### config.mk
export PLATFORM = sky130hd
export DESIGN_NAME = bcd_conv_arbiter
export DESIGN_NICKNAME = d
export VERILOG_FILES = /design/src/rtl/bcd_conv_arbiter.sv
export SDC_FILE = /design/constraint.sdc
export NUM_CORES = 1
export LEC_CHECK = 0
export CAP_MARGIN = 30
export CORE_ASPECT_RATIO = 1.75
export CORE_UTILIZATION = 48
export CTS_CLUSTER_DIAMETER = 80
export DETAILED_ROUTE_END_ITERATION = 8
export MAX_ROUTING_LAYER = met4
export PLACE_DENSITY = 0.88
export SETUP_SLACK_MARGIN = 0.3
export SYNTH_ARGS = -nofsm -noshare
export SYNTH_HDL_FRONTEND = slang
export SYNTH_SLANG_ARGS = --single-unit
### constraint.sdc
create_clock -name clk -period 1.9 [get_ports clk]
set_clock_uncertainty 0.15 [all_clocks]
set_input_delay 0.38 -clock clk [delete_from_list [all_inputs] [get_ports clk]]
set_output_delay 0.38 -clock clk [all_outputs]
set_load 0.03 [all_outputs]
### src/rtl/bcd_conv_arbiter.sv
// rtl/bcd_conv_arbiter.sv - two-requester round-robin binary-to-BCD (double-dabble) converter
module bcd_conv_arbiter #(
   parameter int BIN_W      = 20,
   parameter int BCD_DIGITS = 6
) (
   input  logic                      clk,
   input  logic                      rst_n,
   input  logic                      req0,
   input  logic [BIN_W-1:0]          bin0,
   input  logic                      req1,
   input  logic [BIN_W-1:0]          bin1,
   output logic                      gnt0,
   output logic                      gnt1,
   output logic                      busy,
   output logic                      valid,
   output logic                      owner,
   output logic [4*BCD_DIGITS-1:0]   bcd,
   output logic                      ovf
);

   // one spare digit above the result so operands up to 2^20-1 never lose bits
   localparam int ACC_W = 4 * (BCD_DIGITS + 1);

   typedef enum logic [1:0] {
      IDLE  = 2'd0,
      SHIFT = 2'd1,
      DONE  = 2'd2
   } state_t;

   state_t           state;
   state_t           state_nxt;
   logic [BIN_W-1:0] opnd;
   logic [ACC_W-1:0] acc;
   logic [ACC_W-1:0] acc_adj;
   logic [ACC_W-1:0] acc_step;
   logic             acc_carry;
   logic [4:0]       cnt;
   logic             cur;
   logic             rr_pri;
   logic             accept;
   logic             sel;
   logic             last_iter;

   // arbitration: accept only in IDLE; on contention the round-robin pointer decides
   always_comb begin
      accept = 1'b0;
      sel    = 1'b0;
      if (state == IDLE) begin
         accept = req0 | req1;
         sel    = (req0 && req1) ? rr_pri : req1;
      end
   end

   // one double-dabble step: add 3 to every digit >= 5, then shift in the next operand bit
   always_comb begin
      acc_adj = acc;
      for (int d = 0; d < BCD_DIGITS + 1; d++) begin
         if (acc[4*d +: 4] >= 4'd5) begin
            acc_adj[4*d +: 4] = acc[4*d +: 4] + 4'd3;
         end
      end
      // the bit leaving the top cannot be set for supported operand widths; it is kept
      // and folded into ovf so that nothing is dropped silently
      {acc_carry, acc_step} = {acc_adj, opnd[BIN_W-1]};
   end

   assign last_iter = (cnt == 5'(BIN_W - 1));

   // state register
   always_ff @(posedge clk or negedge rst_n) begin
      if (!rst_n) begin
         state <= IDLE;
      end else begin
         state <= state_nxt;
      end
   end

   // next-state and busy decode
   always_comb begin
      state_nxt = state;
      busy      = 1'b0;
      case (state)
         IDLE: begin
            if (accept) begin
               state_nxt = SHIFT;
            end
         end
         SHIFT: begin
            busy = 1'b1;
            if (last_iter) begin
               state_nxt = DONE;
            end
         end
         DONE: begin
            busy      = 1'b1;
            state_nxt = IDLE;
         end
         default: begin
            state_nxt = IDLE;
         end
      endcase
   end

   // datapath: operand capture, iteration, result registers and grant/valid pulses
   always_ff @(posedge clk or negedge rst_n) begin
      if (!rst_n) begin
         opnd   <= '0;
         acc    <= '0;
         cnt    <= '0;
         cur    <= 1'b0;
         rr_pri <= 1'b0;
         gnt0   <= 1'b0;
         gnt1   <= 1'b0;
         valid  <= 1'b0;
         owner  <= 1'b0;
         bcd    <= '0;
         ovf    <= 1'b0;
      end else begin
         gnt0  <= 1'b0;
         gnt1  <= 1'b0;
         valid <= 1'b0;
         case (state)
            IDLE: begin
               if (accept) begin
                  opnd   <= sel ? bin1 : bin0;
                  acc    <= '0;
                  cnt    <= '0;
                  cur    <= sel;
                  gnt0   <= ~sel;
                  gnt1   <= sel;
                  rr_pri <= ~sel;
               end
            end
            SHIFT: begin
               acc  <= acc_step;
               opnd <= {opnd[BIN_W-2:0], 1'b0};
               cnt  <= cnt + 5'd1;
               if (last_iter) begin
                  bcd   <= acc_step[4*BCD_DIGITS-1:0];
                  ovf   <= (acc_step[ACC_W-1:4*BCD_DIGITS] != '0) | acc_carry;
                  owner <= cur;
                  valid <= 1'b1;
               end
            end
            default: begin
            end
         endcase
      end
   end

endmodule

# ---- Word-level counts from Yosys, hierarchy flattened
# Cells that the tools add are included.
dict set report word_totals {
  ff_bits 86
  latchBits 0
  mem_bits_rw 0
  romBits 0
  in_bits 44
  out_inout_bits 30
  word_cells 71
  memories 0
}
dict set report op_classes {
  add_sub_neg 8
  n_mul 0
  div_mod_pow 0
  order_cmp 7
  n_eq_ne 5
  shifts 0
  mux 27
  bitwise_logic 3
  n_reduce_logical 9
}
# cell count
set op_table {}
lappend op_table {{$pmux W28 S2} 1}
lappend op_table {{$mux W20} 2}
lappend op_table {{$pmux W20 S2} 1}
lappend op_table {{$add A4 B2 Y4 const B} 7}
lappend op_table {{$ge A4 B3 Y1 const B} 7}
lappend op_table {{$mux W28} 1}
lappend op_table {{$mux W4} 7}
lappend op_table {{$mux W1} 10}
lappend op_table {{$pmux W5 S2} 1}
lappend op_table {{$reduce_and A2 Y1} 4}
lappend op_table {{$add A5 B1 Y5 const B} 1}
lappend op_table {{$eq A5 B5 Y1 const B} 1}
lappend op_table {{$mux W5} 1}
lappend op_table {{$mux W2} 2}
lappend op_table {{$ne A2 B2 Y1 const B} 2}
lappend op_table {{$pmux W2 S2} 1}
lappend op_table {{$reduce_bool A4 Y1} 1}
lappend op_table {{$eq A2 B1 Y1 const B} 1}
lappend op_table {{$eq A2 B2 Y1 const B} 1}
lappend op_table {{$logic_not A2 Y1} 1}
lappend op_table {{$or A1 B1 Y1} 2}
lappend op_table {{$reduce_bool A2 Y1} 1}
lappend op_table {{$reduce_or A2 Y1} 1}
lappend op_table {{$logic_and A1 B1 Y1} 1}
lappend op_table {{$not A1 Y1} 1}

# ---- Longest topological paths before layout
dict set report depth {
  ltp_word 6
  mapped_depth 8
  depth_no_buf 6
}

# ---- Worst setup path before layout
# Ideal clock, no wire load.
dict set report synth_path {
  kind {reg-to-reg}
  startpoint {register state[0]}
  endpoint {register acc[11]}
  setup_ns 0.122
  arrival_ns 1.515
  t_required_ns 1.628
  path_slack_ns 0.113
  stages_incl_launch_ff 7
  n_path_buf 0
  period_less_slack_ns 1.787
  cell_sequence {dfrtp_1 inv_1 ha_1 or3b_4 nand2_2 o31ai_1 a32o_1}
}
dict set report synth_between {
  elab_chain_len 4
  elab_cells_between_ends 7
  cone_classes {2 x eq/ne; 2 x mux; 3 x reduce/logical}
}
# element line
set synth_lines {}
lappend synth_lines {{start: declaration} 30} ;# state_t state;
lappend synth_lines {{start signal: assignment} 74} ;# state <= state_nxt;
lappend synth_lines {{$logic_not A2 Y1} {48, 122}}
lappend synth_lines {{$mux W1} 48} ;# if (state == IDLE) begin
lappend synth_lines {{$ne A2 B2 Y1 (no source line)} n/a}
lappend synth_lines {{$reduce_and A2 Y1 (no source line)} n/a}
lappend synth_lines {{end signal: assignment} 135} ;# acc <= acc_step;
lappend synth_lines {{end: declaration} 33} ;# logic [ACC_W-1:0] acc;
# Parallel ways exist; a longest one is shown, timed or not.
# A chain may end at the register's enable or synchronous reset.

# ---- Worst setup path in the final report
dict set report layout_path {
  startpoint {register state[1]}
  endpoint {register opnd[10]}
}
dict set report layout_between {
  elab_chain_len 5
  elab_cells_between_ends 10
  cone_classes {2 x eq/ne; 5 x mux; 3 x reduce/logical}
}
# element line
set layout_lines {}
lappend layout_lines {{$logic_not A2 Y1} {48, 122}}
lappend layout_lines {{$mux W1} 48}
lappend layout_lines {{$mux W20} 125} ;# opnd <= sel ? bin1 : bin0;
lappend layout_lines {{$mux W20} 124} ;# if (accept) begin
lappend layout_lines {{$pmux W20 S2} 122} ;# case (state)
lappend layout_lines {{end signal: assignment} 125}
lappend layout_lines {{end signal: assignment} 136} ;# opnd <= {opnd[BIN_W-2:0], 1'b0};
lappend layout_lines {{end: declaration} 32} ;# logic [BIN_W-1:0] opnd;
# Parallel ways exist; a longest one is shown, timed or not. The select of a mux whose other input is x is not followed.

==> impl_metrics.csv <==
group,metric,value,unit
worst_setup_path,cp.required,1.97,ns
global_route,grt_overflow_total,0,
global_route,grt_pass1_vias,4137,
sta,fin_ws,-0.0938,ns
worst_setup_path,critPathMaxFanout,10,
worst_setup_path,cp-end-kind,"register",
synthesis,synth.distinct_cells,35,
worst_setup_path,reg2regPathDepth,8,
worst_hold_path,min_path_type,"register to register",
cells_and_area,layout_commonest_cell,"dfrtp_1",
routing,vias,4437,
cells_and_area,post-route-util,76.5,%
worst_setup_path,r2r-end,"opnd[10]$_DFFE_PN0P_",
cts,cts_root_buffer,"clkbuf_16",
cells_and_area,final_cell_mix,"86 x dfrtp_1, 46 x buf_4, 43 x o21ai_0",
worst_setup_path,worst_ep_arrival_time,2.06,ns
cts,clock_latency,0.36,ns
worst_hold_path,min_from,"bcd[11]$_DFFE_PN0P_",
routing,drt_iter0_markers,620,
sta,worstMarginPinSlew,0.492,ns
routing,ant_nets,0,
global_route,grt_max_degree,87,
cts,cts_tree,"yes",
synthesis,synth_ff_type,"dfrtp_1",
sta,finalCritPeriodShare,105,%
floorplan,fp.dieArea,9330,µm²
floorplan,start_util,49.5,%
routing,drc,0,
synthesis,ys_seq_area_share,50.2,%
floorplan,core.rowCount,45,
sta,worst_hold_slack,0.332,ns
status,failed_checks,"setup timing",
worst_setup_path,rr_startpoint,"state[1]$_DFFE_PN0P_",
pwr,power_frac_clock,17.4,%
synthesis,synth_area,4290,µm²
global_route,antenna_found_initial,0,
sta,fmax,502,MHz
pwr,p_int,0.00612,W
status,outcome,"finished with violations",
cts,cts_sinks,86,
synthesis,synth_warnings,0,
cells_and_area,multi_input_area,2590,µm²
cells_and_area,finalNonFillerCells,692,
floorplan,io_pins,74,
cts,path_clk_slew,0.07,ns
pwr,irDropWorstVdd,0.00126,V
routing,firstDrtPassIters,5,
placement,placed_cells,640,
cts,cts_buffer_depth,2,
floorplan,die_h,127,µm
synthesis,ys_top_cells_by_area,"dfrtp_1 50%, o21ai_0 8.1%, nand2_1 5.6%, ha_1 5.0%, a211oi_1 3.3%",
floorplan,die_w,73.4,µm
synthesis,post-synth-top-area-fraction,50.2,%
cts,cts_made_buffers,9,
pwr,p_leak,2.97,nW
pwr,p_switching,0.00457,W
placement,port_buffers,73,
floorplan,core_area,8670,µm²
synthesis,synth-edff-count,0,
pwr,pwr-share-comb,55.3,%
routing,viasPerCell,6.41,
sta,slew_violations,0,
cells_and_area,ff_latch_area,2150,µm²
placement,dpl.hpwl,7170,µm
global_route,grt_use_total,29.3,%
routing,wl_per_cell,23.0,µm
sta,rsz0062_at_grt,"yes",
cells_and_area,area_growth_syn_to_layout,54.6,%
cells_and_area,n_antenna_cell,0,
sta,relSlewSlack,66.8,%
cells_and_area,n_fill_cell,481,
run,maxCapViolations,0,
synthesis,synth_top_area_cell,"dfrtp_1",
pwr,p_per_area,1610,nW/µm²
synthesis,synth_seq_cells,86,
sta,hold_viol_final,0,
cts,cts_max_level,3,
sta,post-route-min-period,1.99,ns
synthesis,ys_async_sr_fraction,100,%
sta,setup_violations,18,
pwr,switching_share,42.8,%
worst_hold_path,hold_depth,2,
cells_and_area,fin_nets,631,
placement,dpl_cell_area,5370,µm²
worst_setup_path,path_class,"register to register",
cells_and_area,final_layout_size_suffix_gt1_share,42.1,%
synthesis,postSynthAreaPerCell,9.68,µm²
cells_and_area,final_area,6630,µm²
placement,gp_congestion,0.807,
routing,wl,15900,µm
worst_hold_path,min_to,"bcd[11]$_DFFE_PN0P_",
synthesis,synthCells,443,
worst_setup_path,regToRegSetupSlack,-0.09,ns
synthesis,synth_nets,504,
pwr,pwr-share-seq,27.3,%
worst_setup_path,worstSetupStartpointType,"register",
global_route,grt_first_pass_wirelength,19900,µm
-- layout make-up --
cell class                      instances  share of cell area (%)
Sequential cell                        86                    32.5
Clock buffer                           14                    3.98
Clock inverter                          2                   0.585
Inverter                               19                    1.08
Timing Repair Buffer                  140                    20.7
Multi-Input combinational cell        314                    39.0
Tap cell                              117                    2.21
-- how the worst max path moves through the flow --
stage / from / end / slack, ns / cells after the start
5_1_grt: state[0]$_DFFE_PN0P_ / opnd[10]$_DFFE_PN0P_ / -0.14 / 8
6_report: state[1]$_DFFE_PN0P_ / opnd[10]$_DFFE_PN0P_ / -0.09 / 8
4_1_cts: state[0]$_DFFE_PN0P_ / busy / 0.04 / 3
3_5_place_dp: req1 / opnd[19]$_DFFE_PN0P_ / -0.26 / 6
2_1_floorplan: state[1]$_DFFE_PN0P_ / acc[26]$_DFFE_PN0P_ / 0.22 / 8
3_3_place_gp: req1 / acc[19]$_DFFE_PN0P_ / -0.16 / 5
-- power by group through the flow --
stage	clock [W]	combinational [W]	sequential [W]
after floorplan	0	0.00228	0.00269
after CTS	0.00181	0.00436	0.00273
after global placement	0	0.00330	0.00267
after global routing	0.00192	0.00618	0.00295
final	0.00186	0.00591	0.00292
after detailed placement	0	0.00348	0.00270
-- stage by stage --
step           total power, W  TNS, ns  setup slack (ns)
2_1_floorplan         0.00497        0             0.217
3_3_place_gp          0.00597    -5.75            -0.159
3_5_place_dp          0.00618    -8.65            -0.257
4_1_cts               0.00890        0            0.0383
5_1_grt                0.0110    -2.20            -0.144
6_report               0.0107   -0.582           -0.0938
-- state kept, by name, indices dropped and copies added (netlist names) --
signal,cells
rr_pri,1
gnt0,1
cur,1
valid,1
gnt1,1
ovf,1
owner,1
opnd,20
cnt,5
acc,28
bcd,24
state,2
-- critical path, cell delays in order (launching register included) --
cell and delay [ns]:
dfrtp_1 0.40, inv_2 0.09, ha_4 0.17, nor3b_4 0.33, nor2_4 0.07, buf_6 0.15
buf_4 0.16, o21ai_0 0.20, o21ai_1 0.13
-- cell families after synthesis --
family | count (synthesis) | share of synthesized area [%]
multiplexers | 11 | 2.83
AO/OA/AOI/OAI | 150 | 20.7
flip-flops | 86 | 50.2
adder cells (fa/ha/maj) | 17 | 4.96
buffers and inverters | 44 | 4.61
XOR/XNOR | 10 | 2.04
AND/OR/NAND/NOR | 125 | 14.7
-- cells in the mapped netlist, types with 2 or more instances --
cell	number
a211oi_1	19
xnor2_1	10
nand2_1	64
nand2b_1	8
nor3b_1	14
dfrtp_1	86
ha_1	17
nand3_1	2
buf_2	8
mux2i_1	2
buf_4	2
buf_6	2
nor2_1	9
o31ai_1	7
a32o_1	7
clkbuf_1	13
mux2_2	9
inv_1	19
nor3_1	2
a21oi_1	22
o22ai_1	14
o21ai_0	69
a22o_1	2
o21ai_1	7
and3_1	19
-- metal layers --
| layer | track usage [%] | vias to the layer above | wire length [µm] |
|---|---|---|---|
| met5 | - | - | 0 |
| met4 | 19.2 | 0 | 1120 |
| met3 | 5.68 | 99 | 1160 |
| met2 | 50.1 | 331 | 8310 |
| met1 | 29.6 | 2171 | 5330 |
| li1 | - | 1836 | - |
-- what timing repair did --
action                                  in CTS  in global routing
cloned                                       2                  3
hold buffers                                 1                  0
pin swaps                                   26                 25
setup buffers                               15                 15
hold endpoints to repair                    86                  0
endpoints found under the setup margin     109                 97
gates resized for setup                    154                120
No activity file was read; power rests on OpenSTA's default activity.
